===== config.mk =====
export PLATFORM = sky130hd
export DESIGN_NAME = alu_result_buffer
export DESIGN_NICKNAME = d
export VERILOG_FILES = /design/src/rtl/alu_result_buffer.sv
export SDC_FILE = /design/constraint.sdc
export NUM_CORES = 1
export LEC_CHECK = 0
export CORE_UTILIZATION = 28
export DETAILED_ROUTE_END_ITERATION = 7
export HOLD_SLACK_MARGIN = 0.08
export PLACE_DENSITY_LB_ADDON = 0.15
export SLEW_MARGIN = 20
export SYNTH_ARGS = -nofsm -noshare
export SYNTH_HDL_FRONTEND = slang
export SYNTH_SLANG_ARGS = --single-unit

===== constraint.sdc =====
create_clock -name clk -period 1.7 [get_ports clk]
set_clock_uncertainty 0.1 [all_clocks]
set_input_delay 0.34 -clock clk [delete_from_list [all_inputs] [get_ports clk]]
set_output_delay 0.34 -clock clk [all_outputs]
set_load 0.02 [all_outputs]

===== src/rtl/alu_result_buffer.sv =====
// alu_result_buffer: show-ahead FIFO behind the 4-bit ALU.
// Each entry holds {opcode, result, dz}. The buffer flags dropped results
// with a sticky overflow bit and keeps a saturating count of accepted results.
//
// Handshake: a transfer happens on a rising edge when valid && ready are both
// high. in_ready is registered and equals !full. It stays low for the whole
// cycle while the buffer is full, even if a pop happens in that same cycle.
// out_* is registered and stays stable while out_valid && !out_ready.
module alu_result_buffer #(
    parameter int DEPTH = 4,
    parameter int DW    = 8
) (
    input  logic                       clk,
    input  logic                       rst_n,
    input  logic                       in_valid,
    input  logic [1:0]                 in_opcode,
    input  logic [DW-1:0]              in_result,
    output logic                       in_ready,
    output logic                       out_valid,
    input  logic                       out_ready,
    output logic [DW-1:0]              out_result,
    output logic [1:0]                 out_opcode,
    output logic                       out_dz,
    output logic [$clog2(DEPTH+1)-1:0] count,
    output logic                       overflow,
    input  logic                       clear_ovf,
    output logic [15:0]                accepted
);

    localparam int AW = (DEPTH > 1) ? $clog2(DEPTH) : 1;
    localparam int CW = $clog2(DEPTH + 1);
    localparam int EW = DW + 3;

    logic [EW-1:0] mem_q [DEPTH];
    logic [AW-1:0] wr_ptr_q, wr_ptr_d;
    logic [AW-1:0] rd_ptr_q, rd_ptr_d;
    logic [CW-1:0] count_q, count_d;
    logic          in_ready_q, in_ready_d;
    logic          out_valid_q, out_valid_d;
    logic [EW-1:0] head_q, head_d;
    logic          overflow_q, overflow_d;
    logic [15:0]   accepted_q, accepted_d;

    logic          push, pop, drop, in_dz;
    logic [EW-1:0] in_entry, next_head;

    // Next-state logic for the pointers, occupancy, head register and status.
    always_comb begin
        push       = in_valid && in_ready_q;
        drop       = in_valid && !in_ready_q;
        pop        = out_valid_q && out_ready;
        // A divide returns quotient+1 (1..16), so a zero divide result means the divisor was zero.
        in_dz      = (in_opcode == 2'b11) && (in_result == '0);
        in_entry   = {in_opcode, in_result, in_dz};

        wr_ptr_d   = wr_ptr_q;
        rd_ptr_d   = rd_ptr_q;
        count_d    = count_q;
        overflow_d = overflow_q;
        accepted_d = accepted_q;

        if (push) wr_ptr_d = wr_ptr_q + AW'(1);
        if (pop)  rd_ptr_d = rd_ptr_q + AW'(1);

        if (push && !pop)      count_d = count_q + CW'(1);
        else if (!push && pop) count_d = count_q - CW'(1);

        // The new head comes straight from the input when it lands on the slot we read next.
        if (push && (wr_ptr_q == rd_ptr_d)) next_head = in_entry;
        else                                next_head = mem_q[rd_ptr_d];

        // When the buffer goes empty the head register keeps its last value.
        head_d      = (count_d != '0) ? next_head : head_q;
        out_valid_d = (count_d != '0);
        in_ready_d  = (count_d != CW'(DEPTH));

        // A drop takes priority over a clear in the same cycle.
        if (drop)           overflow_d = 1'b1;
        else if (clear_ovf) overflow_d = 1'b0;

        if (push && (accepted_q != 16'hFFFF)) accepted_d = accepted_q + 16'd1;
    end

    // Control and status registers; reset discards all entries at once.
    always_ff @(posedge clk or negedge rst_n) begin
        if (!rst_n) begin
            wr_ptr_q    <= '0;
            rd_ptr_q    <= '0;
            count_q     <= '0;
            in_ready_q  <= 1'b1;
            out_valid_q <= 1'b0;
            head_q      <= '0;
            overflow_q  <= 1'b0;
            accepted_q  <= '0;
        end else begin
            wr_ptr_q    <= wr_ptr_d;
            rd_ptr_q    <= rd_ptr_d;
            count_q     <= count_d;
            in_ready_q  <= in_ready_d;
            out_valid_q <= out_valid_d;
            head_q      <= head_d;
            overflow_q  <= overflow_d;
            accepted_q  <= accepted_d;
        end
    end

    // Entry storage; the contents are don't-care until written, so it needs no reset.
    always_ff @(posedge clk) begin
        if (push) mem_q[wr_ptr_q] <= in_entry;
    end

    assign in_ready   = in_ready_q;
    assign out_valid  = out_valid_q;
    assign out_opcode = head_q[EW-1 -: 2];
    assign out_result = head_q[DW:1];
    assign out_dz     = head_q[0];
    assign count      = count_q;
    assign overflow   = overflow_q;
    assign accepted   = accepted_q;

endmodule


==> impl_metrics.yaml <==
layout:
  drive_gt1_share_pct: 40.64
  fillers: 1391
  fin_util_pct: 42.90
  area_growth_pct: 47.89
  fin_nets: 519
run_status:
  violations: "setup timing"
  outcome: "finished, violations left"
worst_setup_path:
  worst-endpoint-arrival_ps: 2050
  required_ps: 1820
  endpoint_kind: "register"
  worst_setup_path_start_kind: "register"
  crit_type: "reg2reg"
  regToRegSetupSlack_ps: -230
  r2r_start: "rd_ptr_q[0]"
  ff2ff_path_depth: 6
  rr_endpoint: "head_q[3]"
  crit_fanout: 8
sta:
  hold_slack_ps: 212.6
  setup_viol: 12
  fmax_ghz: 0.5190
  tightest_slew_ps: 344.2
  rsz0062_at_grt: "yes"
  finalHoldViolations: 0
  slew_headroom_pct: 77.06
  period_minus_slack_ps: 1927
  drv_slew: 0
  fin_setup_tns_ps: -2221
  period_share_pct: 113.3
  fin_ws_ps: -226.9
global_routing:
  antenna_found_initial: 1
  gr-total-overflow: 0
  grtUsageTotal_pct: 16.10
  grt_pass1_vias: 3514
  grt_max_degree: 38
  grt_pass1_wl_mm: 19.20
drt:
  drt_pass1_iterations: 5
  vias: 3536
  postRouteAntennaNets: 0
  vias_per_cell: 5.147
  wl_mm: 12.68
  drt_iter0_markers: 236
  remaining_drc_errors: 0
  avgRoutedWirePerCell_um: 18.45
clocking:
  cts_tree: "built"
  clock_latency_ps: 350
  clkTransAtPathRegs_ps: 70
  cts_sinks: 81
  cts_buffer_depth: 2
  htree_levels: 3
  cts_root_buf: "clkbuf_16"
  cts_made_buffers: 9
synth:
  synth-seq-cells: 81
  ys_top_cells_by_count: "edfxtp_1 (44), dfrtp_1 (36), nand3_1 (29)"
  yosys-top-cells-area: "edfxtp_1 (31%), dfrtp_1 (21%), a22oi_1 (3.5%), nand3_1 (3.4%), xnor2_1 (2.7%)"
  synth_top_area_share_pct: 30.99
  synthArstFlopShare_pct: 45.68
  ys_warn_count: 0
  synth_fp_nets: 381
  ys_types: 58
  synth_top_area_cell: "edfxtp_1"
  yosysMostFrequentCell: "edfxtp_1"
  synth_cells: 359
  synth_ff_type: "edfxtp_1"
  synth-edff-count: 44
  synth.cell_area_sq_um: 4264
  ys_seq_area_share_pct: 52.73
  avgSynthCellArea_sq_um: 11.88
pwr:
  powerDensity_nw_per_um2: 1847
  p_leak_nw: 2.588
  ir_drop_mv: 0.7118
worst_hold_path:
  min_to: "overflow"
  hold_path_startpoint: "in_valid"
  hold_class: "in2reg"
  hold_path_depth: 3
flow_run:
  drv_cap: 0
placement:
  io_buffers: 47
  gp_congestion: 0.7744
  place_hpwl_mm: 8.979
  dp_slack_ps: -697.2
die:
  rows: 44
  io_pins: 48
  core-area_sq_um: 14700
  die-area_sq_um: 15730
  initial_core_util_pct: 29.01
  fp.dieH_um: 125.4
  die_w_um: 125.4
critical path, stage by stage (launching register included):
cell      delay (ps)
dfrtp_1          410
or3b_4           410
a211oi_4         280
nor2_1            80
buf_4            180
o221ai_1         230
a22oi_2          120
cell usage in the layout, fill, tap and decap left out, types with 10 or more instances in the layout:
cell / n
a211oi_2: 10
buf_6: 10
buf_12: 10
xnor2_1: 12
dlygate4sd2_1: 32
o22ai_1: 11
nand4_1: 16
edfxtp_1: 44
o21ai_0: 12
nor3_1: 10
clkbuf_16: 10
buf_4: 79
dfrtp_1: 27
a311o_1: 10
a22oi_1: 19
nand3_1: 22
mux2i_1: 11
nand2_1: 13
cell type report:
| cell class | instances | area, sq um | share of cell area, % |
|---|---|---|---|
| Sequential cell | 81 | 2260 | 35.83 |
| Multi-Input combinational cell | 246 | 2116 | 33.55 |
| Timing Repair Buffer | 149 | 1371 | 21.75 |
| Tap cell | 184 | 230.2 | 3.651 |
| Clock buffer | 9 | 225.2 | 3.571 |
| Clock inverter | 7 | 51.30 | 0.8135 |
| Inverter | 9 | 43.79 | 0.6944 |
| Timing Repair inverter | 1 | 6.256 | 0.09921 |
| Antenna cell | 1 | 2.502 | 0.03968 |
registers in the layout, summed over array words and instances (netlist names):
name       cells
mem_q         44
accepted      16
head_q        11
count          3
rd_ptr_q       2
wr_ptr_q       2
in_ready       1
out_valid      1
overflow       1
per-stage QoR:
stage	std cells	power, W	instance area [sq um]
2_1_floorplan	359	0.006722	4352
3_3_place_gp	648	0.008820	5549
3_5_place_dp	648	0.008893	5549
4_1_cts	669	0.01102	5973
5_1_grt	687	0.01232	6306
6_report	687	0.01164	6306
metal layers:
metal / up-vias / wire length, um / global-route usage [%]
met5: - / 0 / 0
met4: 0 / 187 / 6.456
met3: 11 / 545 / 2.525
met2: 60 / 5987 / 24.48
met1: 1777 / 5957 / 22.86
li1: 1688 / - / -
worst max path at each step:
| stage | start | endpoint | slack, ps | cells past startpoint |
|---|---|---|---|---|
| after floorplan | count[0] | head_q[3] | -190 | 9 |
| after global placement | out_ready | head_q[10] | -590 | 8 |
| after detailed placement | in_result[3] | head_q[0] | -700 | 7 |
| after CTS | rd_ptr_q[0] | head_q[0] | -180 | 6 |
| after global routing | count[1] | head_q[3] | -290 | 8 |
| final | rd_ptr_q[0] | head_q[3] | -230 | 6 |
kinds of logic (layout without fill, tap and decap cells):
kind of cell	Yosys count	count (layout)	synth area share [%]
adders and majority gates	7	7	2.054
and+or+nand+nor	108	109	13.94
buffers and inverters	33	175	5.810
AOI/OAI and AO/OA	94	94	17.05
xor gates and xnor gates	22	22	5.047
muxes	14	14	3.374
DFF	81	81	52.73
other	0	1	0
power breakdown:
group / switching, W / internal, W / leakage, nW / total, W
Sequential: 0.000354 / 0.00266 / 0.856 / 0.00301
Combinational: 0.00352 / 0.00328 / 1.60 / 0.00679
Clock: 0.000842 / 0.000999 / 0.134 / 0.00184
Total: 0.00471 / 0.00693 / 2.59 / 0.0116
timing repair:
item	4_1_cts	5_1_grt
pin swaps	5	20
gates cloned	0	5
setup endpoints to repair	56	33
resized for setup	72	50
endpoints found under the hold margin	36	0
buffers inserted	4	13
hold buffers	1	0
Note: power is estimated with default switching activity, not from simulation.
